### src/rtl/btn_debounce_1ms.sv
`default_nettype none
// ============================================================================
//  Module      : btn_debounce_1ms
//  Description : Push-button debouncer and classifier driven by a 1 ms tick.
//                Two-flop synchronizer, tick-counted stability window for
//                press and release, and a one-shot long-press event.
//  Revision    : 1.0 - initial release
// ============================================================================
module btn_debounce_1ms #(
    parameter int DEBOUNCE_MS = 20,
    parameter int LONG_MS     = 1000,
    parameter int CNT_W       = 11
) (
    input  logic clk,
    input  logic rst_n,
    input  logic tick_1ms,
    input  logic btn_in,
    output logic btn_level,
    output logic press_pulse,
    output logic release_pulse,
    output logic long_pulse
);

    // Terminal counts: acceptance happens on the tick that would take the
    // counter from LAST to LAST+1, so the counter never exceeds LAST.
    localparam logic [CNT_W-1:0] c_deb_last  = CNT_W'(DEBOUNCE_MS - 1);
    localparam logic [CNT_W-1:0] c_long_last = CNT_W'(LONG_MS - 1);
    localparam logic [CNT_W-1:0] c_cnt_one   = CNT_W'(1);

    typedef enum logic [2:0] {
        S_RELEASED     = 3'd0,
        S_PRESS_WAIT   = 3'd1,
        S_PRESSED      = 3'd2,
        S_HELD         = 3'd3,
        S_RELEASE_WAIT = 3'd4
    } state_t;

    logic             r_sync1;
    logic             r_sync2;
    logic             w_btn_s;
    state_t           r_state;
    logic [CNT_W-1:0] r_cnt;
    logic             r_long_fired;
    logic             r_level;
    logic             r_press;
    logic             r_release;
    logic             r_long;

    // Two-flop synchronizer for the asynchronous button input
    always_ff @(posedge clk or negedge rst_n) begin
        if (!rst_n) begin
            r_sync1 <= 1'b0;
            r_sync2 <= 1'b0;
        end else begin
            r_sync1 <= btn_in;
            r_sync2 <= r_sync1;
        end
    end

    assign w_btn_s = r_sync2;

    // Debounce / classification state machine with registered outputs.
    // A btn_s change always wins over a coincident tick, so that tick is lost.
    always_ff @(posedge clk or negedge rst_n) begin
        if (!rst_n) begin
            r_state      <= S_RELEASED;
            r_cnt        <= '0;
            r_long_fired <= 1'b0;
            r_level      <= 1'b0;
            r_press      <= 1'b0;
            r_release    <= 1'b0;
            r_long       <= 1'b0;
        end else begin
            r_press   <= 1'b0;
            r_release <= 1'b0;
            r_long    <= 1'b0;
            case (r_state)
                S_RELEASED: begin
                    if (w_btn_s) begin
                        r_state <= S_PRESS_WAIT;
                        r_cnt   <= '0;
                    end
                end
                S_PRESS_WAIT: begin
                    if (!w_btn_s) begin
                        r_state <= S_RELEASED;
                        r_cnt   <= '0;
                    end else if (tick_1ms) begin
                        if (r_cnt == c_deb_last) begin
                            r_state      <= S_PRESSED;
                            r_cnt        <= '0;
                            r_level      <= 1'b1;
                            r_press      <= 1'b1;
                            r_long_fired <= 1'b0;
                        end else begin
                            r_cnt <= r_cnt + c_cnt_one;
                        end
                    end
                end
                S_PRESSED: begin
                    if (!w_btn_s) begin
                        r_state <= S_RELEASE_WAIT;
                        r_cnt   <= '0;
                    end else if (tick_1ms) begin
                        if (r_cnt == c_long_last) begin
                            r_state      <= S_HELD;
                            r_cnt        <= '0;
                            r_long       <= 1'b1;
                            r_long_fired <= 1'b1;
                        end else begin
                            r_cnt <= r_cnt + c_cnt_one;
                        end
                    end
                end
                S_HELD: begin
                    if (!w_btn_s) begin
                        r_state <= S_RELEASE_WAIT;
                        r_cnt   <= '0;
                    end
                end
                S_RELEASE_WAIT: begin
                    if (w_btn_s) begin
                        // Release bounce: resume where the press left off,
                        // but an unfired long-press count starts over.
                        r_state <= r_long_fired ? S_HELD : S_PRESSED;
                        r_cnt   <= '0;
                    end else if (tick_1ms) begin
                        if (r_cnt == c_deb_last) begin
                            r_state   <= S_RELEASED;
                            r_cnt     <= '0;
                            r_level   <= 1'b0;
                            r_release <= 1'b1;
                        end else begin
                            r_cnt <= r_cnt + c_cnt_one;
                        end
                    end
                end
                default: begin
                    r_state <= S_RELEASED;
                    r_cnt   <= '0;
                end
            endcase
        end
    end

    assign btn_level     = r_level;
    assign press_pulse   = r_press;
    assign release_pulse = r_release;
    assign long_pulse    = r_long;

endmodule
`default_nettype wire

### config.mk
export PLATFORM = sky130hd
export DESIGN_NAME = btn_debounce_1ms
export DESIGN_NICKNAME = d
export VERILOG_FILES = /design/src/rtl/btn_debounce_1ms.sv
export SDC_FILE = /design/constraint.sdc
export NUM_CORES = 1
export LEC_CHECK = 0
export BUFFER_PORTS_ARGS = -buffer_cell sky130_fd_sc_hd__buf_2
export CAP_MARGIN = 15
export CORE_AREA = 2 2 61 48
export CTS_CLUSTER_SIZE = 14
export DETAILED_ROUTE_END_ITERATION = 8
export DIE_AREA = 0 0 63 50
export PLACE_DENSITY = 0.8
export SYNTH_ARGS = -nofsm -noshare
export SYNTH_HDL_FRONTEND = slang
export SYNTH_SLANG_ARGS = --single-unit
### constraint.sdc
create_clock -name clk -period 2.42 [get_ports clk]
set_input_delay 0.121 -clock clk [delete_from_list [all_inputs] [get_ports clk]]
set_output_delay 0.121 -clock clk [all_outputs]
set_load 0.03 [all_outputs]
Yosys cells after proc, flatten, opt, wreduce, memory -nomap -nowiden
Cells that the tools add are included.

word-level totals
  register bits after elaboration = 21
  latch bits = 0
  memory bits (writable) = 0
  bits in read-only memories = 0
  bits of input ports = 4
  output and inout port bits = 4
  word-level logic and storage cells = 85
  memories = 0

cells by class
  $add $sub $neg = 1
  multiply operators = 0
  divide/modulo/power cells = 0
  magnitude comparators = 0
  eq/ne operators = 23
  shifts and indexed selects = 0
  muxes and demuxes = 45
  bitwise gates (word level) = 0
  reductions and logical operators = 7

operator list
  cell                                                    number
  two-way mux 11 bit                                      9
  case mux 11 bit (5 select lines)                        1
  two-way mux 3 bit                                       11
  inequality test 2 bit (second input constant)           11
  two-way mux 1 bit                                       21
  inequality test 3 bit (second input constant)           6
  case mux 3 bit (5 select lines)                         1
  AND reduction 7 bit                                     2
  adder 11 x 1 -> 11 bit (second input constant)          1
  equality test 11 x 10 -> 1 bit (second input constant)  1
  equality test 11 x 5 -> 1 bit (second input constant)   1
  AND reduction 8 bit                                     1
  equality test 3 x 2 -> 1 bit (second input constant)    2
  case mux 1 bit (2 select lines)                         2
  nonzero test 2 bit                                      2
  equality test 3 x 1 -> 1 bit (second input constant)    1
  equality test 3 bit (second input constant)             1
  zero test 3 bit                                         1
  AND reduction 3 bit                                     1

Longest topological paths before layout
  depth in word-level cells = 5
  gate-level depth with buffers = 7
  depth with buffers taken out = 6

Least setup slack after synthesis
Ideal clock, no wire load.

  kind = register to register
  start point = register r_cnt[0]
  end point = register r_state[0]
  library setup time = 0.066 ns
  arrival time = 1.816 ns
  required time = 2.354 ns
  path slack = 0.538 ns
  cell stages (with the launch flop) = 7
  period minus slack after synthesis = 1.882 ns
  cell sequence = dfrtp_1 -> ha_1 -> nor4b_1 -> and4_1 -> o21ai_2 -> or4_1 -> nand2_1

on the way
  word-level cells in the longest chain between the ends = 3
  elaborated cells on any way between the ends = 6
  those cells by class = 5 x eq/ne; 1 x reduce/logical

RTL lines
  element                                                                          RTL line      source
  from (decl)                                                                      42            logic [CNT_W-1:0] r_cnt;
  from (signal assigned)                                                           96            r_cnt <= r_cnt + c_cnt_one;
  from (signal assigned)                                                           111           r_cnt <= r_cnt + c_cnt_one;
  from (signal assigned)                                                           134           r_cnt <= r_cnt + c_cnt_one;
  equality test 11 x 5 -> 1 bit or equality test 11 x 10 -> 1 bit (tied branches)  89, 128, 105
  inequality test 3 bit (no source line)                                           --
  AND reduction 8 bit (no source line) *                                           --
  to (signal assigned)                                                             125           r_state <= r_long_fired ? S_HELD : S_PRESSED;
  to (decl)                                                                        41            state_t r_state;

Mark *: on every way between the ends. The rest lies on a longest branch, timed or not.
A chain may end at the register's enable or synchronous reset.

Final worst setup path
  start point = register r_cnt[0]
  end point = register r_level (netlist: btn_level)

on the way
  word-level cells in the longest chain between the ends = 3
  elaborated cells on any way between the ends = 4
  those cells by class = 3 x eq/ne; 1 x reduce/logical

RTL lines
  element                                 RTL line  source
  equality test 11 x 5 -> 1 bit *         89, 128
  inequality test 2 bit (no source line)  --
  AND reduction 7 bit (no source line) *  --
  to (signal assigned)                    69        r_level <= 1'b0;
  to (signal assigned)                    92        r_level <= 1'b1;
  to (signal assigned)                    131       r_level <= 1'b0;
  to (decl)                               44        logic r_level;

Marks and branches as above.

==> impl_metrics.yaml <==
sta:
  finalCriticalPeriod_ns: 2.19
  hold_viol: 0
  final.period_utilization_pct: 90.7
  timing.final.max_slew_violations: 0
  rsz0062_at_grt: "false"
  tns_ns: 0
  clock-skew-final_ns: 0.00626
  setup_viol_count_final: 0
  timing.max_slew.rel_slack_pct: 66.6
  tightestPinTransition_ns: 0.494
  fmax_mhz: 456
routing:
  post_drt_wl_per_cell_um: 15.7
  dr.pass1.iters: 4
  viasPerCell: 6.49
  initialDrtViolationCount: 67
  dr_total_vias: 1273
  antenna_left: 0
  drcViolationCount: 0
  route.final.wire_length_um: 3070
global_routing:
  first_global_vias: 1117
  grt_usage_pct: 20.4
  grt_start_max_net_pins: 22
  grt_overflow_total: 0
  global_route_wire_length_before_repair_um: 5100
  antenna_violations_before_repair: 0
logic_synthesis:
  synth.distinct_cells: 48
  ys_ff_latch: 21
  postSynth.asyncResetShare_pct: 100
  synthDominantCellAreaShare_pct: 38.9
  synth_ff_type: "dfrtp_1"
  syn-instance-count: 155
  synthesis.nets: 160
  synth_area_um2: 1350
  synth_area_leader_cell: "dfrtp_1"
  synth-warning-count: 0
  synth_edf_count: 0
  ys_top_cells_by_area: "dfrtp_1 39%, o21ai_0 4.1%, a31oi_1 3.7%, nor2_1 3.6%, nand2_1 3.3%"
  syn_avg_cell_area_um2: 8.71
  netlist_top_cells_count: "21 x dfrtp_1, 13 x nor2_1, 12 x nand2_1"
  ys_seq_area_share_pct: 38.9
  post-synth-top-count-cell: "dfrtp_1"
placed_design:
  port_buffers: 7
  post-dp-hpwl_um: 2150
  gp_routability_congestion: 0.931
  placed_cell_area_um2: 1400
finish:
  largest_regs: "r_cnt x11, r_state x3"
  drive_gt1_share_pct: 13.8
  stdcell_area_um2: 1450
  synthToLayoutAreaGrowth_pct: 7.41
  finalNetCount: 166
  max_flop_register: "r_cnt"
  n_antenna_cell: 0
  largest_reg_flops: 11
clocking:
  post_cts_repair_timing_setup_buffer_count: 0
  cts_root_buf: "clkbuf_4"
  tritoncts: "built"
  clock_tree.htree_level_count: 1
  clock_tree.buffer_depth: 2
  numClockSinks: 21
  clkLatencyLatePin_ns: 0.31
  numCtsBuffers: 3
  clk_pin_slew_ns: 0.13
  post_cts_resized: 0
  hold_fix_buffers_at_cts: 2
critical_path:
  setup.worst_path.start_class: "flop"
  regToRegStartpoint: "r_cnt[0]"
  cpPeakStageDelay_ns: 0.46
  timing.critical_path.fanout_max: 8
  master_of_the_slowest_instance_on_the_critical_path: "nor4b_1"
  rr_endpoint: "btn_level"
  worst_path_most_repeated_cell: "nor4b_1"
  critical_path_buf_inv_count: 0
  crit_path_end: "btn_level"
  worst_setup_path_end_kind: "flop"
  criticalPathCategory: "reg2reg"
  crit_family: "simple AND/OR/NAND/NOR gates"
  timing.critical_path.arrival_ns: 2.45
  rrSetupSlack_ns: 0.23
  crit_start: "r_cnt[0]"
  required_ns: 2.68
  instance_count_on_the_critical_path: 6
  crit_chain: "ha_1 > nor4b_1 > nand4_1 > nor4b_1 > o21ai_0 > nand2_1"
  reg2regPathDepth: 6
floorplanning:
  fp-row-count: 16
  top_level_ports: 8
  floorplan_die_height_um: 50
  placeableCoreArea_um2: 2540
  dieWidth_um: 63
  floorplan.initialDensity_pct: 53.1
  die_area_um2: 3150
pwr:
  total_power_density_per_cell_area_nw_per_um2: 610
  power_leakage_nw: 0.587
  worst_ir_drop_vdd_uv: 392
worst_hold_path:
  worst_hold_path_type: "in2reg"
status:
  status: "completed"
flow_run:
  drv_cap: 0
## final cells by class
class	instances	area (um^2)
Sequential cell	21	526
Clock buffer	3	22.5
Fill cell	230	1090
Timing Repair Buffer	14	92.6
Multi-Input combinational cell	118	748
Inverter	3	11.3
Clock inverter	1	5.00
Tap cell	36	45.0
## cells in the final DEF, fill, tap and decap left out, drive strengths merged, types with 2 or more instances in the layout
| master | count |
|---|---|
| nand3 | 6 |
| nor4 | 3 |
| o21ai | 12 |
| o22ai | 2 |
| nor4b | 3 |
| and4 | 2 |
| and3 | 6 |
| buf | 12 |
| dlygate4sd3 | 2 |
| o31ai | 5 |
| nand2b | 4 |
| nand2 | 13 |
| nor3 | 4 |
| inv | 3 |
| or4 | 2 |
| clkbuf | 3 |
| dfrtp | 21 |
| o32ai | 2 |
| a31oi | 8 |
| and2 | 2 |
| nor2 | 13 |
| o211ai | 2 |
| a21o | 2 |
| a21oi | 8 |
| nand4 | 2 |
## how the worst min path moves through the flow
stage	start	slack, ns	cells after the start	end
final	tick_1ms	0.24	3	long_pulse
after CTS	tick_1ms	0.23	3	long_pulse
after floorplan	rst_n	-0.17	0	btn_level
after detailed placement	rst_n	0.1	1	r_state[1]
after global placement	rst_n	0.09	1	release_pulse
after global routing	tick_1ms	0.26	3	long_pulse
## routing by layer
layer	part of all wire (%)	global-route usage [%]	vias to the layer above
met3	7.8	5.02	7
met4	1.0	7.04	0
met1	45	28.3	602
li1	-	-	593
met2	46	30.9	71
met5	0	0	-
## through the flow
stage	util (%)	total power, mW	hold WS (ns)	std cells	setup slack, ns
floorplan	-	0.621	-0.175	155	0.538
global placement	55.2	0.702	0.0919	190	0.436
detailed placement	55.2	0.704	0.0996	190	0.306
CTS	57.0	0.882	0.227	196	0.281
global route	57.0	0.937	0.264	196	0.00804
finish	57.0	0.884	0.239	196	0.226
## worst register-to-register path, stage by stage, from the launching register on
cell and delay [ns]:
dfrtp_1 0.43, ha_1 0.31, nor4b_1 0.46, nand4_1 0.36, nor4b_1 0.38, o21ai_0 0.12, nand2_1 0.07
## power by group
| group | internal [mW] | switching, mW | total, mW |
|---|---|---|---|
| Sequential | 0.367 | 0.0110 | 0.377 |
| Clock | 0.0618 | 0.114 | 0.176 |
| Combinational | 0.129 | 0.201 | 0.330 |
## kinds of logic (layout without fill, tap and decap cells)
| logic type | count (synthesis) | in the layout | synth area share, % |
|---|---|---|---|
| buffers and inverters | 16 | 21 | 5.65 |
| XOR/XNOR | 2 | 2 | 1.30 |
| adder cells (fa/ha/maj) | 1 | 1 | 0.927 |
| flip-flops | 21 | 21 | 38.9 |
| AO/OA/AOI/OAI | 48 | 48 | 25.6 |
| AND/OR/NAND/NOR | 67 | 67 | 27.6 |
(Power assumes the default switching activity.)
